===== src/rtl/loop_buffer_replay.sv =====
// Loop buffer: captures a short backward-branch loop body from fetch while the
// detector is buffering, then replays it to IFID in program order while reuse is active.
module loop_buffer_replay #(
  parameter int DEPTH  = 32,
  parameter int ADDR_W = 5,
  parameter int DATA_W = 32
) (
  input  logic              clk,
  input  logic              reset,
  input  logic              capture_en,
  input  logic              capture_valid,
  input  logic [DATA_W-1:0] capture_instr,
  input  logic [DATA_W-1:0] capture_pc,
  input  logic              reuse_signal,
  input  logic              flush,
  input  logic              stall,
  output logic              out_valid,
  output logic [DATA_W-1:0] out_instr,
  output logic [DATA_W-1:0] out_pc,
  output logic [ADDR_W:0]   loop_len,
  output logic              overflow
);

  typedef enum logic [1:0] {
    ST_IDLE    = 2'd0,
    ST_CAPTURE = 2'd1,
    ST_READY   = 2'd2,
    ST_REPLAY  = 2'd3
  } state_t;

  localparam logic [ADDR_W:0]   DEPTH_L   = (ADDR_W+1)'(DEPTH);
  localparam logic [ADDR_W:0]   LEN_ONE   = {{ADDR_W{1'b0}}, 1'b1};
  localparam logic [ADDR_W:0]   LEN_ZERO  = {(ADDR_W+1){1'b0}};
  localparam logic [ADDR_W-1:0] PTR_ONE   = {{(ADDR_W-1){1'b0}}, 1'b1};
  localparam logic [ADDR_W-1:0] PTR_ZERO  = {ADDR_W{1'b0}};
  localparam logic [DATA_W-1:0] DATA_ZERO = {DATA_W{1'b0}};

  state_t              state_r, state_nx_s;
  logic [ADDR_W:0]     wr_ptr_r, wr_ptr_nx_s;
  logic [ADDR_W-1:0]   rd_ptr_r, rd_ptr_nx_s;
  logic [ADDR_W:0]     loop_len_r, loop_len_nx_s;
  logic                out_valid_r, out_valid_nx_s;
  logic [DATA_W-1:0]   out_instr_r, out_instr_nx_s;
  logic [DATA_W-1:0]   out_pc_r, out_pc_nx_s;
  logic                overflow_r, overflow_nx_s;

  // Each entry holds {pc, instr}; contents are meaningless while loop_len is 0.
  logic [2*DATA_W-1:0] mem_r [DEPTH];
  logic                mem_we_s;
  logic [ADDR_W-1:0]   mem_waddr_s;
  logic [2*DATA_W-1:0] rd_entry_s;
  logic [2*DATA_W-1:0] first_entry_s;
  logic                last_entry_s;

  assign rd_entry_s    = mem_r[rd_ptr_r];
  assign first_entry_s = mem_r[PTR_ZERO];
  assign last_entry_s  = ({1'b0, rd_ptr_r} == (loop_len_r - LEN_ONE));

  // Next-state, pointer, output and write-enable computation.
  always_comb begin
    state_nx_s     = state_r;
    wr_ptr_nx_s    = wr_ptr_r;
    rd_ptr_nx_s    = rd_ptr_r;
    loop_len_nx_s  = loop_len_r;
    out_valid_nx_s = out_valid_r;
    out_instr_nx_s = out_instr_r;
    out_pc_nx_s    = out_pc_r;
    overflow_nx_s  = 1'b0;
    mem_we_s       = 1'b0;
    mem_waddr_s    = wr_ptr_r[ADDR_W-1:0];

    if (flush) begin
      state_nx_s     = ST_IDLE;
      loop_len_nx_s  = LEN_ZERO;
      out_valid_nx_s = 1'b0;
      rd_ptr_nx_s    = PTR_ZERO;
    end else begin
      case (state_r)
        ST_IDLE, ST_READY: begin
          if ((state_r == ST_READY) && reuse_signal) begin
            state_nx_s     = ST_REPLAY;
            out_valid_nx_s = 1'b1;
            out_pc_nx_s    = first_entry_s[2*DATA_W-1:DATA_W];
            out_instr_nx_s = first_entry_s[DATA_W-1:0];
            rd_ptr_nx_s    = (loop_len_r == LEN_ONE) ? PTR_ZERO : PTR_ONE;
          end else if (capture_en) begin
            // Starting (or restarting) a capture writes entry 0 on this same edge.
            state_nx_s     = ST_CAPTURE;
            loop_len_nx_s  = LEN_ZERO;
            out_valid_nx_s = 1'b0;
            mem_waddr_s    = PTR_ZERO;
            if (capture_valid) begin
              mem_we_s    = 1'b1;
              wr_ptr_nx_s = LEN_ONE;
            end else begin
              wr_ptr_nx_s = LEN_ZERO;
            end
          end else begin
            out_valid_nx_s = 1'b0;
          end
        end
        ST_CAPTURE: begin
          if (!capture_en) begin
            loop_len_nx_s = wr_ptr_r;
            state_nx_s    = (wr_ptr_r != LEN_ZERO) ? ST_READY : ST_IDLE;
          end else if (capture_valid) begin
            if (wr_ptr_r < DEPTH_L) begin
              mem_we_s    = 1'b1;
              wr_ptr_nx_s = wr_ptr_r + LEN_ONE;
            end else begin
              overflow_nx_s = 1'b1;
              loop_len_nx_s = LEN_ZERO;
              state_nx_s    = ST_IDLE;
            end
          end else begin
            wr_ptr_nx_s = wr_ptr_r;
          end
        end
        ST_REPLAY: begin
          if (!reuse_signal) begin
            state_nx_s     = ST_IDLE;
            out_valid_nx_s = 1'b0;
            loop_len_nx_s  = LEN_ZERO;
          end else if (!stall) begin
            out_pc_nx_s    = rd_entry_s[2*DATA_W-1:DATA_W];
            out_instr_nx_s = rd_entry_s[DATA_W-1:0];
            rd_ptr_nx_s    = last_entry_s ? PTR_ZERO : (rd_ptr_r + PTR_ONE);
          end else begin
            rd_ptr_nx_s = rd_ptr_r;
          end
        end
        default: begin
          state_nx_s     = ST_IDLE;
          out_valid_nx_s = 1'b0;
          loop_len_nx_s  = LEN_ZERO;
        end
      endcase
    end
  end

  // State, pointer and output registers.
  always_ff @(posedge clk) begin
    if (reset) begin
      state_r     <= ST_IDLE;
      wr_ptr_r    <= LEN_ZERO;
      rd_ptr_r    <= PTR_ZERO;
      loop_len_r  <= LEN_ZERO;
      out_valid_r <= 1'b0;
      out_instr_r <= DATA_ZERO;
      out_pc_r    <= DATA_ZERO;
      overflow_r  <= 1'b0;
    end else begin
      state_r     <= state_nx_s;
      wr_ptr_r    <= wr_ptr_nx_s;
      rd_ptr_r    <= rd_ptr_nx_s;
      loop_len_r  <= loop_len_nx_s;
      out_valid_r <= out_valid_nx_s;
      out_instr_r <= out_instr_nx_s;
      out_pc_r    <= out_pc_nx_s;
      overflow_r  <= overflow_nx_s;
    end
  end

  // Loop body storage; not reset.
  always_ff @(posedge clk) begin
    if (mem_we_s && !reset) begin
      mem_r[mem_waddr_s] <= {capture_pc, capture_instr};
    end
  end

  assign out_valid = out_valid_r;
  assign out_instr = out_instr_r;
  assign out_pc    = out_pc_r;
  assign loop_len  = loop_len_r;
  assign overflow  = overflow_r;

endmodule


===== config.mk =====
export PLATFORM = sky130hd
export DESIGN_NAME = loop_buffer_replay
export DESIGN_NICKNAME = d
export VERILOG_FILES = /design/src/rtl/loop_buffer_replay.sv
export SDC_FILE = /design/constraint.sdc
export NUM_CORES = 2
export LEC_CHECK = 0
export CAP_MARGIN = 20
export CORE_MARGIN = 10
export CORE_UTILIZATION = 23
export CTS_CLUSTER_DIAMETER = 100
export DETAILED_ROUTE_END_ITERATION = 8
export DONT_BUFFER_PORTS = 1
export PLACE_DENSITY = 0.36
export SETUP_SLACK_MARGIN = 0.1
export SYNTH_ARGS = -nofsm -noshare
export SYNTH_HDL_FRONTEND = slang
export SYNTH_SLANG_ARGS = --single-unit

===== constraint.sdc =====
create_clock -name clk -period 7.37 [get_ports clk]
set_input_delay 1.8425 -clock clk [delete_from_list [all_inputs] [get_ports clk]]
set_output_delay 1.8425 -clock clk [all_outputs]
set_load 0.05 [all_outputs]

Word-level counts from Yosys, hierarchy flattened --
Memory sizes are Yosys's and may differ from the RTL's. A register that Yosys moved wholly into a read port is not among the register bits. Index checks and enable logic that the tools add are counted.
Word-level totals: flip-flop bits (word level) 85, latch bits 0, memory bits (writable) 2048, memory bits (read-only) 0, bits of input ports 71, output and inout bits 72, logic and storage cells 106, memories kept 1
Operators by class: add/sub/neg operators 3, $mul 0, divide/modulo/power cells 0, order comparisons 1, equality and inequality tests 17, shift operators 0, multiplexer cells 56, bitwise gates (word level) 4, reduce and logical (&&, ||, !) cells 16
Memory list:
- mem_r | words 32, width 64, rd ports 2, clocked after Yosys merged registers in 1, write ports 1, line 48 | logic [2*DATA_W-1:0] mem_r [DEPTH];
Operators with widths (number):
- $mux 32 | 6
- $pmux 32 s2 | 2
- $mux 6 | 11
- $mux 5 | 10
- $ne 2x2->1 const B | 9
- $pmux 6 s3 | 1
- $mux 1 | 14
- $mux 2 | 7
- $pmux 6 s2 | 1
- $pmux 5 s2 | 1
- $reduce_and 5->1 | 2
- $ne 3x3->1 const B | 3
- $reduce_and 4->1 | 2
- $reduce_and 7->1 | 1
- $add 6x1->6 const B | 1
- $eq 5x6->1 | 1
- $eq 6x1->1 const B | 1
- $lt 6x6->1 const B | 1
- $pmux 2 s3 | 1
- $reduce_bool 6->1 | 1
- $sub 6x1->6 const B | 1
- $add 5x1->5 const B | 1
- $reduce_or 5->1 | 1
- $eq 2x2->1 const B | 2
- other kinds (9) | 16

Logic depth before layout (Yosys ltp) --
word-level depth 9, gate-level depth with buffers 9, depth with buffers taken out 7

Worst setup path before layout --
OpenSTA, ideal clock, no wires.
path kind input to register, start in reset, end mem mem_r[27][0] in the netlist's numbering, enable pin, setup time 0.564 ns, arrival time 7.258 ns, data required time 6.806 ns, setup slack -0.453 ns, stages on the path 6, buffers on the path 1, cell sequence clkbuf_1 nor4bb_1 nand3_1 nor2_1 nand3_1 nor3_1
Between the ends: word-level cells in the longest chain between the ends 4
Ends and longest elaborated chain:
- start, declared | line 9 | input logic reset,
- $logic_not 1->1 | line 166 | if (mem_we_s && !reset) begin
- $logic_and 1x1->1 | line 166
- $mux 1 | line 166
- $mux 1 (implied by the code) | line 167 | mem_r[mem_waddr_s] <= {capture_pc, capture_instr};
- end, declared | line 48
No other way between the ends.

Worst setup path in the final report --
start in flush, end mem mem_r[26][35] in the netlist's numbering, enable pin
Between the ends: word-level cells in the longest chain between the ends 4, elaborated cells between the ends (all ways) 5
Ends and longest elaborated chain:
- start, declared | line 15 | input logic flush,
- $mux 1 | line 72 | if (flush) begin
- $logic_and 1x1->1 | line 166
- $mux 1 | line 166
- $mux 1 (implied by the code) | line 167
Several ways; a longest one is shown, not always the timed one.

==> results list <==
- The cell sitting at the root of the clock tree is a sky130_fd_sc_hd__clkbuf_16.
* Setup crit start kind: input pin
- Relative slew slack: 0.297
* Starting utilization of the core area: 0.231
* Netlist cell types: 53
* Kind of path behind the tightest hold check: reg -> reg
* Clock slew at the register clock pins of the worst setup and hold paths: 60 ps
- At the later pin of the worst-skew pair, clock insertion delay measures 910 ps.
- Dominant cells by area after synthesis: sky130_fd_sc_hd__edfxtp_1 (76%), sky130_fd_sc_hd__mux4_2 (12%), sky130_fd_sc_hd__dfxtp_1 (2.2%), sky130_fd_sc_hd__mux2_2 (1.8%), sky130_fd_sc_hd__mux2i_1 (1.6%)
- X dimension of the die: 615 um
- Core ar.: 352000 um2
- Multi-input gate area in the final layout: 17300 um2
- Buf+Inv Stages, Crit Path: 1
* Sink count of the clock tree: 2138
* Number of violations reported at the end of detailed-routing iteration 0: 2998
* Synth top area share: 0.756
- Number of antenna violations at the first check in global routing: 12
- Antenna Violating Nets Remaining: 0
- Post-synth EDFFs: 2048
- Most used flip-flop cell after synthesis: sky130_fd_sc_hd__edfxtp_1
* Area after DPL: 87700 um2
- Clock Power Share: 0.459
* CP Capture Type: register
- Dividing total power by cell area gives a power density of 260 nW/um2.
- From bottom edge to top edge, the die measures 615 um.
* Max_cap viols: 0
* Number of nets at the end of the flow: 3903
- WP data arrival: 4900 ps
* Post-Syn Area: 81300 um2
* Final Skew: 70.6 ps
- The via count of the first global-routing pass is 40300.
* Area growth from synthesis to layout: 17.0%
- Die Footprint: 378000 um2
- End-of-flow core utilization: 0.270
- CTS tree: done
- The flow ran to the end, and the final reports show no timing, DRC or antenna violations.
- Pin placement for this block handled 143 I/O pins.
* Inserted Clock Buffers: 241
* Logic gate share of total power: 0.002
* Final hold slack: 490 ps
* Total via count in the routed design: 38000
* 1st-pass router iterations: 5
* Final critical delay including setup and external delays: 4390 ps
* Setup Viol. Count Final: 0
- Floorplan row count: 218
- Type of the worst setup path: in -> reg
- Summed over all failing endpoints, the final setup total negative slack is 0 ps.
* Total GRT Usage: 0.125
- Summed over all nets, the half-perimeter wirelength after detailed placement is 140000 um.
- After clock tree synthesis, the flow added hold-fix buffers numbering 0.
- The cell that appears most often on the critical path is sky130_fd_sc_hd__nand3_1.
* Buffers inserted during post-CTS setup optimization: 0
* First-pass GRT wire length: 339000 um
- Worst IR Drop VDD: 0.220 mV
* Ratio of final minimum period to clock period: 0.596
- Pin count of the biggest net entering global routing: 100
- The sequential cells in the finished layout cover a total of 63300 um2.
- Power Internal: 19800 uW
* Global route overflow: 0
* Highest net fanout along the worst path: 25
- Biggest cell delay along the critical path: 810 ps
- Highest clock rate: 228 MHz
- Post-Synthesis Net Count: 3760
* Sequence of cells on the critical path: nor4bb_1 > nand3_1 > nor2_1 > nand3_1 > nor2_4 > buf_4
* Weighted congestion at the end of routability-driven global placement: 0.696
* Via density per instance: 4.33
* Required arrival time at the worst endpoint: 7880 ps
- Fill cell total of the finished layout: 35000
- Input and output buffers added on the ports amount to 0.
* Mean instance size in the synthesized netlist: 22.1 um2
- Max-slew violation count: 0
* Number of instances in the synthesized netlist: 3684
* Wirelength, routed: 243000 um
* WL per Instance: 27.7 um
- Once layout is done, the placed cells without fillers occupy 95100 um2.
- Summed over all instances, the cell type with the most area after synthesis is sky130_fd_sc_hd__edfxtp_1.
* Synth Warn #: 0
- H-tree level count: 4
- The final-report hold violation count was 0.
- Setup repair after global routing left no endpoint under its margin.
* Number of gates resized after cts: 0
- Of the total power, the share spent switching nets is 0.200.
- Worst slew pin tran: 1050 ps
* Final routed DRC violation total: 0
- Maximum buffer depth of the clock tree: 4
* Seq/Total Area, Yosys: 0.779
* Async set-or-reset flop fraction in the synthesized netlist: 0
- The analysis attributes to net switching a power of 4940 uW.
* Flip-flop and latch count after synthesis: 2138
* Sequential fraction of design power: 0.539
- Summed over all cells, the static leakage comes to 0.0276 uW.
* Fraction of layout instances using a drive strength above 1: 0.261
* Kind of cell with the highest combined delay on the critical path: simple AND/OR/NAND/NOR gates
- CP max stage cell: sky130_fd_sc_hd__nor2_4
[per-layer routing]
metal  vias to the layer above  share of wire  routed length (um)  GRT usage
met4                         0          0.019                4530     0.0234
met1                     20900           0.44              107000      0.166
met3                       277          0.055               13300     0.0282
met5                         -              0                   0          0
li1                      16000              -                   -          -
met2                       795           0.49              118000      0.209
[worst paths after layout]
path	startpoint	to	slack, ps	depth (start not counted)
worst max-delay path	flush	mem_r[26][35]$_DFFE_PP_	2980	6
worst min-delay path	rd_ptr_r[1]$_SDFFE_PP0P_	register	490	2
worst max register to register	state_r[1]$_SDFFE_PP0P_	out_instr[29]$_SDFFE_PP0P_	3280	7
worst min register to register	rd_ptr_r[1]$_SDFFE_PP0P_	register	490	2
[sequential cells by signal (all words and copies together), names as in the netlist, named ones only]
signal,cells
loop_len,6
mem_r,2048
out_instr,32
out_pc,32
out_valid,1
overflow,1
rd_ptr_r,5
state_r,2
wr_ptr_r,6
[cells in the mapped netlist (51+ instances only)]
cell type	n
sky130_fd_sc_hd__a211oi_1	65
sky130_fd_sc_hd__edfxtp_1	2048
sky130_fd_sc_hd__a221o_1	65
sky130_fd_sc_hd__o211ai_1	65
sky130_fd_sc_hd__o21ai_0	56
sky130_fd_sc_hd__nand2_1	75
sky130_fd_sc_hd__mux2i_1	132
sky130_fd_sc_hd__mux4_2	448
sky130_fd_sc_hd__dfxtp_1	90
sky130_fd_sc_hd__nor2_1	51
sky130_fd_sc_hd__a22o_1	63
sky130_fd_sc_hd__clkbuf_1	111
sky130_fd_sc_hd__buf_2	58
sky130_fd_sc_hd__mux2_2	127
sky130_fd_sc_hd__o22ai_1	67
[cells in the final DEF, fill, tap and decap left out, drive strengths merged, types with 51 or more instances in the layout]
cell	Yosys	routed
nor2	51	51
buf	102	113
mux2i	132	132
nand2	75	75
edfxtp	2048	2048
mux2	127	127
a22o	63	63
mux4	448	448
a221o	65	65
a211oi	66	66
o211ai	65	65
clkinv	0	89
o21ai	69	69
clkbuf	111	338
o22ai	67	67
dfxtp	90	90
[cell families (layout without fill, tap and decap cells)]
| kind of cell | after synthesis | after routing | synth area share |
|---|---|---|---|
| buffers and inverters | 226 | 569 | 0.0131 |
| AND/OR/NAND/NOR | 174 | 174 | 0.00950 |
| adder cells (fa/ha/maj) | 5 | 5 | 0.000770 |
| other | 0 | 9 | 0 |
| AO/OA/AOI/OAI | 423 | 423 | 0.0389 |
| flip-flops | 2138 | 2138 | 0.779 |
| XOR/XNOR | 11 | 11 | 0.00119 |
| multiplexers | 707 | 707 | 0.158 |
[stage by stage]
step	setup WS [ps]	total power, uW	cells
final	2980	24700	8766
after global routing	2890	25600	8758
after CTS	2970	25100	8757
after detailed placement	2030	13600	8314
after global placement	1930	13600	8312
after floorplan	861	13600	3684
[power by group through the flow]
stage                     clock network, uW  logic [uW]  registers, uW
after global routing                  12200        53.6          13300
after CTS                             11700        51.0          13300
final                                 11400        49.9          13300
after floorplan                           0        30.1          13600
after global placement                    0        51.1          13600
after detailed placement                  0        50.8          13600
[cell type report]
type / instances / share of cell area
sequential: 2138 / 0.666
multi-input combinational: 1320 / 0.181
clock buffer: 338 / 0.0693
tap: 4730 / 0.0622
timing repair buffer: 113 / 0.0125
clock inverter: 105 / 0.00812
inverter: 13 / 0.000513
antenna: 9 / 0.000237
[tightest hold or removal path, stage by stage, from the launching register on]
cell and delay [ps]:
sky130_fd_sc_hd__dfxtp_1 350, sky130_fd_sc_hd__nand2_1 70, sky130_fd_sc_hd__a21oi_1 70
(Power assumes the default switching activity.)
